===== src/rtl/ahbl_apb_pkg.sv =====
// Shared encodings for the AHB-Lite to APB3 bridge: transfer codes, sizes and FSM states.
package ahbl_apb_pkg;

   localparam logic [1:0] HTRANS_IDLE   = 2'd0;
   localparam logic [1:0] HTRANS_BUSY   = 2'd1;
   localparam logic [1:0] HTRANS_NONSEQ = 2'd2;
   localparam logic [1:0] HTRANS_SEQ    = 2'd3;

   localparam logic [2:0] HSIZE_WORD = 3'b010;

   typedef enum logic [2:0] {
      ST_IDLE   = 3'd0,
      ST_SETUP  = 3'd1,
      ST_ACCESS = 3'd2,
      ST_DONE   = 3'd3,
      ST_ERR1   = 3'd4,
      ST_ERR2   = 3'd5
   } state_t;

endpackage


===== src/rtl/ahbl_apb3_watchdog.sv =====
// PREADY watchdog: counts stalled ACCESS cycles and flags the cycle that reaches TIMEOUT.
module ahbl_apb3_watchdog
   import ahbl_apb_pkg::*;
#(
   parameter int TIMEOUT = 255
) (
   input  logic clk,
   input  logic rst,
   input  logic clr,
   input  logic en,
   output logic expired
);

   generate
      if (TIMEOUT == 0) begin : g_off
         logic unused_in;
         assign unused_in = clk ^ rst ^ clr ^ en;
         assign expired   = 1'b0;
      end else begin : g_on
         localparam int CW = $clog2(TIMEOUT + 1);
         localparam logic [CW-1:0] LIMIT = CW'(TIMEOUT);
         logic [CW-1:0] cnt;

         // Saturates rather than wraps so a stuck count can never look fresh.
         always_ff @(posedge clk or posedge rst) begin
            if (rst)                       cnt <= '0;
            else if (clr)                  cnt <= '0;
            else if (en && cnt != LIMIT)   cnt <= cnt + 1'b1;
         end

         // Fires on the stalled cycle whose increment reaches TIMEOUT.
         assign expired = en && (cnt >= LIMIT - 1'b1);
      end
   endgenerate

endmodule


===== src/rtl/ahbl_apb3_bridge.sv =====
// AHB-Lite slave to APB3 master bridge with slot mask, word-only writes and PREADY watchdog.
module ahbl_apb3_bridge
   import ahbl_apb_pkg::*;
#(
   parameter int          PADDR_WIDTH = 12,
   parameter logic [15:0] SLOT_MASK   = 16'hFFFF,
   parameter int          TIMEOUT     = 255
) (
   input  logic                   HCLK,
   input  logic                   HRESET,
   input  logic                   HSEL,
   input  logic [31:0]            HADDR,
   input  logic [1:0]             HTRANS,
   input  logic                   HWRITE,
   input  logic [2:0]             HSIZE,
   input  logic [31:0]            HWDATA,
   input  logic                   HREADY,
   output logic                   HREADYOUT,
   output logic                   HRESP,
   output logic [31:0]            HRDATA,
   output logic [15:0]            PSEL,
   output logic                   PENABLE,
   output logic                   PWRITE,
   output logic [PADDR_WIDTH-1:0] PADDR,
   output logic [31:0]            PWDATA,
   input  logic [31:0]            PRDATA,
   input  logic                   PREADY,
   input  logic                   PSLVERR
);

   state_t     state;
   logic [3:0] slot_in;
   logic       accept, legal, start, reject;
   logic       wd_en, wd_expired;
   logic       unused_ok;

   assign slot_in = HADDR[PADDR_WIDTH+3:PADDR_WIDTH];
   assign accept  = HSEL && HTRANS[1] && HREADY && (state == ST_IDLE || state == ST_DONE);
   assign legal   = SLOT_MASK[slot_in] && (!HWRITE || HSIZE == HSIZE_WORD);
   assign start   = accept && legal;
   assign reject  = accept && !legal;
   assign wd_en   = (state == ST_ACCESS) && !PREADY;

   // Master holds HWDATA while HREADYOUT is low, so no capture is needed.
   assign PWDATA    = HWDATA;
   assign unused_ok = ^{HADDR[31:PADDR_WIDTH+4], HTRANS[0]};

   ahbl_apb3_watchdog #(.TIMEOUT(TIMEOUT)) u_wdog (
      .clk     (HCLK),
      .rst     (HRESET),
      .clr     (start),
      .en      (wd_en),
      .expired (wd_expired)
   );

   always_ff @(posedge HCLK or posedge HRESET) begin
      if (HRESET) begin
         state     <= ST_IDLE;
         HREADYOUT <= 1'b1;
         HRESP     <= 1'b0;
         HRDATA    <= '0;
         PSEL      <= '0;
         PENABLE   <= 1'b0;
         PWRITE    <= 1'b0;
         PADDR     <= '0;
      end else begin
         case (state)
            ST_IDLE, ST_DONE: begin
               state     <= ST_IDLE;
               HREADYOUT <= 1'b1;
               HRESP     <= 1'b0;
               if (start) begin
                  state     <= ST_SETUP;
                  HREADYOUT <= 1'b0;
                  PSEL      <= 16'(1) << slot_in;
                  PADDR     <= HADDR[PADDR_WIDTH-1:0];
                  PWRITE    <= HWRITE;
               end else if (reject) begin
                  state     <= ST_ERR1;
                  HREADYOUT <= 1'b0;
                  HRESP     <= 1'b1;
               end
            end
            ST_SETUP: begin
               state   <= ST_ACCESS;
               PENABLE <= 1'b1;
            end
            ST_ACCESS: begin
               if (PREADY || wd_expired) begin
                  PSEL    <= '0;
                  PENABLE <= 1'b0;
               end
               if (PREADY && !PSLVERR) begin
                  state     <= ST_DONE;
                  HREADYOUT <= 1'b1;
                  if (!PWRITE) HRDATA <= PRDATA;
               end else if (PREADY || wd_expired) begin
                  state <= ST_ERR1;
                  HRESP <= 1'b1;
               end
            end
            ST_ERR1: begin
               state     <= ST_ERR2;
               HREADYOUT <= 1'b1;
               HRESP     <= 1'b1;
            end
            // A transfer offered here is the master cancelling after the error.
            ST_ERR2: begin
               state     <= ST_IDLE;
               HREADYOUT <= 1'b1;
               HRESP     <= 1'b0;
            end
            default: state <= ST_IDLE;
         endcase
      end
   end

endmodule

===== config.mk =====
export PLATFORM = sky130hd
export DESIGN_NAME = ahbl_apb3_bridge
export DESIGN_NICKNAME = d
export VERILOG_FILES = /design/src/rtl/ahbl_apb_pkg.sv /design/src/rtl/ahbl_apb3_watchdog.sv /design/src/rtl/ahbl_apb3_bridge.sv
export SDC_FILE = /design/constraint.sdc
export NUM_CORES = 1
export LEC_CHECK = 0
export ABC_AREA = 1
export BUFFER_PORTS_ARGS = -buffer_cell sky130_fd_sc_hd__buf_2
export CAP_MARGIN = 5
export CORE_MARGIN = 2
export CORE_UTILIZATION = 41
export CTS_CLUSTER_DIAMETER = 120
export DETAILED_ROUTE_END_ITERATION = 10
export PLACE_DENSITY = 0.76
export RECOVER_POWER = 50
export SLEW_MARGIN = 20
export SYNTH_ARGS = -nofsm -noshare
export SYNTH_HDL_FRONTEND = slang
export SYNTH_SLANG_ARGS = --single-unit

===== constraint.sdc =====
create_clock -name HCLK -period 3.21 [get_ports HCLK]
set_input_delay 0.4815 -clock HCLK [delete_from_list [all_inputs] [get_ports HCLK]]
set_output_delay 0.4815 -clock HCLK [all_outputs]
set_load 0.005 [all_outputs]

==> impl_metrics.py <==
metrics = {
    "outcome": {
        "status": "complete, but fails checks",
        "violations": "capacitance limit, slew limit",
    },
    "timing": {
        "max_freq_ghz": 0.520,
        "rsz0062_at_grt": "false",
        "slew_headroom": -0.207,
        "finalMaxSlewViolations": 76,
        "min_period_ns": 1.92,
        "setup_tns_ns": 0,
        "hold_violations": 0,
        "tightest_slew_ns": 1.81,
        "finalSetupViolCount": 0,
        "post-route-period-util": 0.599,
        "finalClockSkew_ns": 0.0168,
    },
    "floorplanning": {
        "std_cell_rows": 34,
        "die_y_um": 98.9,
        "pin_count": 204,
        "core-area_sq_mm": 0.00872,
        "initial_core_util": 0.423,
        "die_w_um": 98.9,
        "dieArea_sq_mm": 0.00977,
    },
    "synth": {
        "syn_area_per_cell_sq_um": 8.09,
        "syn_nets": 566,
        "ys_warn_count": 0,
        "synth_cell_types": 27,
        "synth_area_leaders": "dfrtp_1, nand2_1, buf_4, nand3_1, inv_1",
        "synth-edff-count": 0,
        "synth_top_cell_area_share": 0.502,
        "synth_top_cells_by_count": "nand2_1, dfrtp_1, inv_1",
        "synth_area_sq_mm": 0.00369,
        "syn_inst": 456,
        "postSynth.asyncResetShare": 1.00,
        "synth-main-ff-cell": "dfrtp_1",
        "yosysMostFrequentCell": "nand2_1",
        "synth_top_area_cell": "dfrtp_1",
        "seq_area_frac_synth": 0.509,
        "synth-seq-cells": 75,
    },
    "critical_path": {
        "worstPathMaxFanout": 64,
        "cp-end-kind": "flip-flop",
        "crit_type": "flip-flop to flip-flop",
        "cp.required_ns": 3.45,
        "cp.arrival_ns": 2.16,
        "critPathLaunchType": "flip-flop",
    },
    "detailed_routing": {
        "viasPerCell": 4.60,
        "vias": 3018,
        "drc": 0,
        "routed_wl_mm": 7.82,
        "drt_iter0_drc": 181,
        "firstDrtPassIters": 4,
        "postRouteAntennaNets": 0,
        "wl_per_cell_um": 11.9,
    },
    "placement": {
        "dp_hpwl_mm": 5.63,
        "finalWeightedCongestion": 0.803,
        "portBuffers": 122,
        "place_area_sq_mm": 0.00412,
    },
    "finish": {
        "drive_gt1_frac": 0.266,
        "final_area_sq_mm": 0.00428,
        "fin_nets": 653,
        "antenna_cells": 0,
        "area_growth_pct": 16.0,
    },
    "clock_tree": {
        "numCtsBuffers": 9,
        "post_cts_buffers": 0,
        "root_buffer": "clkbuf_8",
        "cts_tree": "yes",
        "cts_sinks": 75,
        "cts.path.max_buffers": 2,
        "clk_pin_slew_ns": 0.09,
        "cts_resized": 0,
        "clock_latency_ns": 0.35,
        "holdBufCountCts": 0,
        "htreeDepth": 3,
    },
    "power_and_ir_drop": {
        "peakVddDrop_mv": 0.381,
        "power_density_mw_per_mm2": 734,
        "power.total_mw": 3.14,
        "p_leak_nw": 2.51,
    },
    "grt": {
        "antenna_found_initial": 0,
        "grt_pass1_wl_mm": 13.4,
        "grt-ovfl-total": 0,
        "grt_max_degree": 76,
        "grt_pass1_vias": 3110,
        "grt.total_usage": 0.169,
    },
    "job": {
        "maxCapViolations": 1,
    },
    "min_path": {
        "hold_path.class": "input pin to flip-flop",
    },
}
==> placed cells by master, fill, tap and decap left out, types with 3 or more instances in the layout <==
cell	Yosys	layout
nor2_1	34	34
dfrtp_1	74	74
inv_1	53	53
clkbuf_8	0	10
nand2_1	139	139
nand3b_1	3	3
clkinv_4	0	3
nand2_2	3	3
clkbuf_1	0	5
o21ai_1	14	14
inv_2	3	3
buf_2	7	117
nand3_1	47	48
xor2_1	3	3
o21ai_0	21	21
==> worst paths after layout <==
path,start,end,slack (ns),cells after the start
setup / recovery,state[2],HRDATA[17],1.29,5
hold / removal,HADDR[1],PADDR[1],0.32,3
setup reg to reg,state[2],HRDATA[17],1.29,5
hold reg to reg,PENABLE,PENABLE,0.48,2
max in group asynchronous,HRESET,PSEL[1],1.37,3
min in group asynchronous,HRESET,HRDATA[6],0.76,3
==> power by group <==
group | leakage (nW) | internal (mW) | switching, mW
Sequential | 0.984 | 1.28 | 0.198
Clock | 0.0944 | 0.310 | 0.373
Combinational | 1.44 | 0.439 | 0.538
==> metrics by stage <==
step / utilization / setup WS, ns / instances / hold slack [ns]
after floorplan: - / 0.820 / 456 / 0.465
after global placement: 0.472 / 1.35 / 640 / 0.460
after detailed placement: 0.472 / 1.26 / 640 / 0.465
after CTS: 0.494 / 1.32 / 656 / 0.209
after global routing: 0.491 / 0.951 / 656 / 0.304
final: 0.491 / 1.29 / 656 / 0.323
==> cell families (layout without fill, tap and decap cells) <==
kind of cell / Yosys count / in the layout / synth area share
and+or+nand+nor: 235 / 235 / 0.276
AOI/OAI and AO/OA: 37 / 37 / 0.0509
DFF: 75 / 75 / 0.509
xor gates and xnor gates: 3 / 3 / 0.00712
buffers and inverters: 104 / 196 / 0.150
adders and majority gates: 2 / 2 / 0.00678
==> registers in the layout (all words and copies together) (netlist names) <==
register / flops
PWRITE: 1
HRESP: 1
PSEL: 16
PENABLE: 1
HREADYOUT: 1
state: 3
PADDR: 12
HRDATA: 32
u_wdog.g_on.cnt: 8
==> layer usage <==
metal | vias to the layer above | share of wire | global-route usage
li1 | 1545 | - | -
met1 | 1360 | 0.45 | 0.203
met4 | 0 | 0.012 | 0.0537
met3 | 12 | 0.082 | 0.0695
met2 | 101 | 0.46 | 0.275
met5 | - | 0 | 0
==> cell type report <==
| cell class | count | area [sq um] |
|---|---|---|
| Fill cell | 831 | 4440 |
| Tap cell | 108 | 135 |
| Clock inverter | 6 | 50.0 |
| Sequential cell | 75 | 1880 |
| Multi-Input combinational cell | 277 | 1250 |
| Clock buffer | 10 | 138 |
| Inverter | 57 | 216 |
| Timing Repair Buffer | 123 | 609 |
==> worst max-delay path: stages, from the launching register on <==
cell     delay, ns
dfrtp_1       0.41
inv_1         0.15
nand3_1       0.22
inv_4         0.16
nand3_4       0.45
o21ai_0       0.41
(Power assumes the default switching activity.)
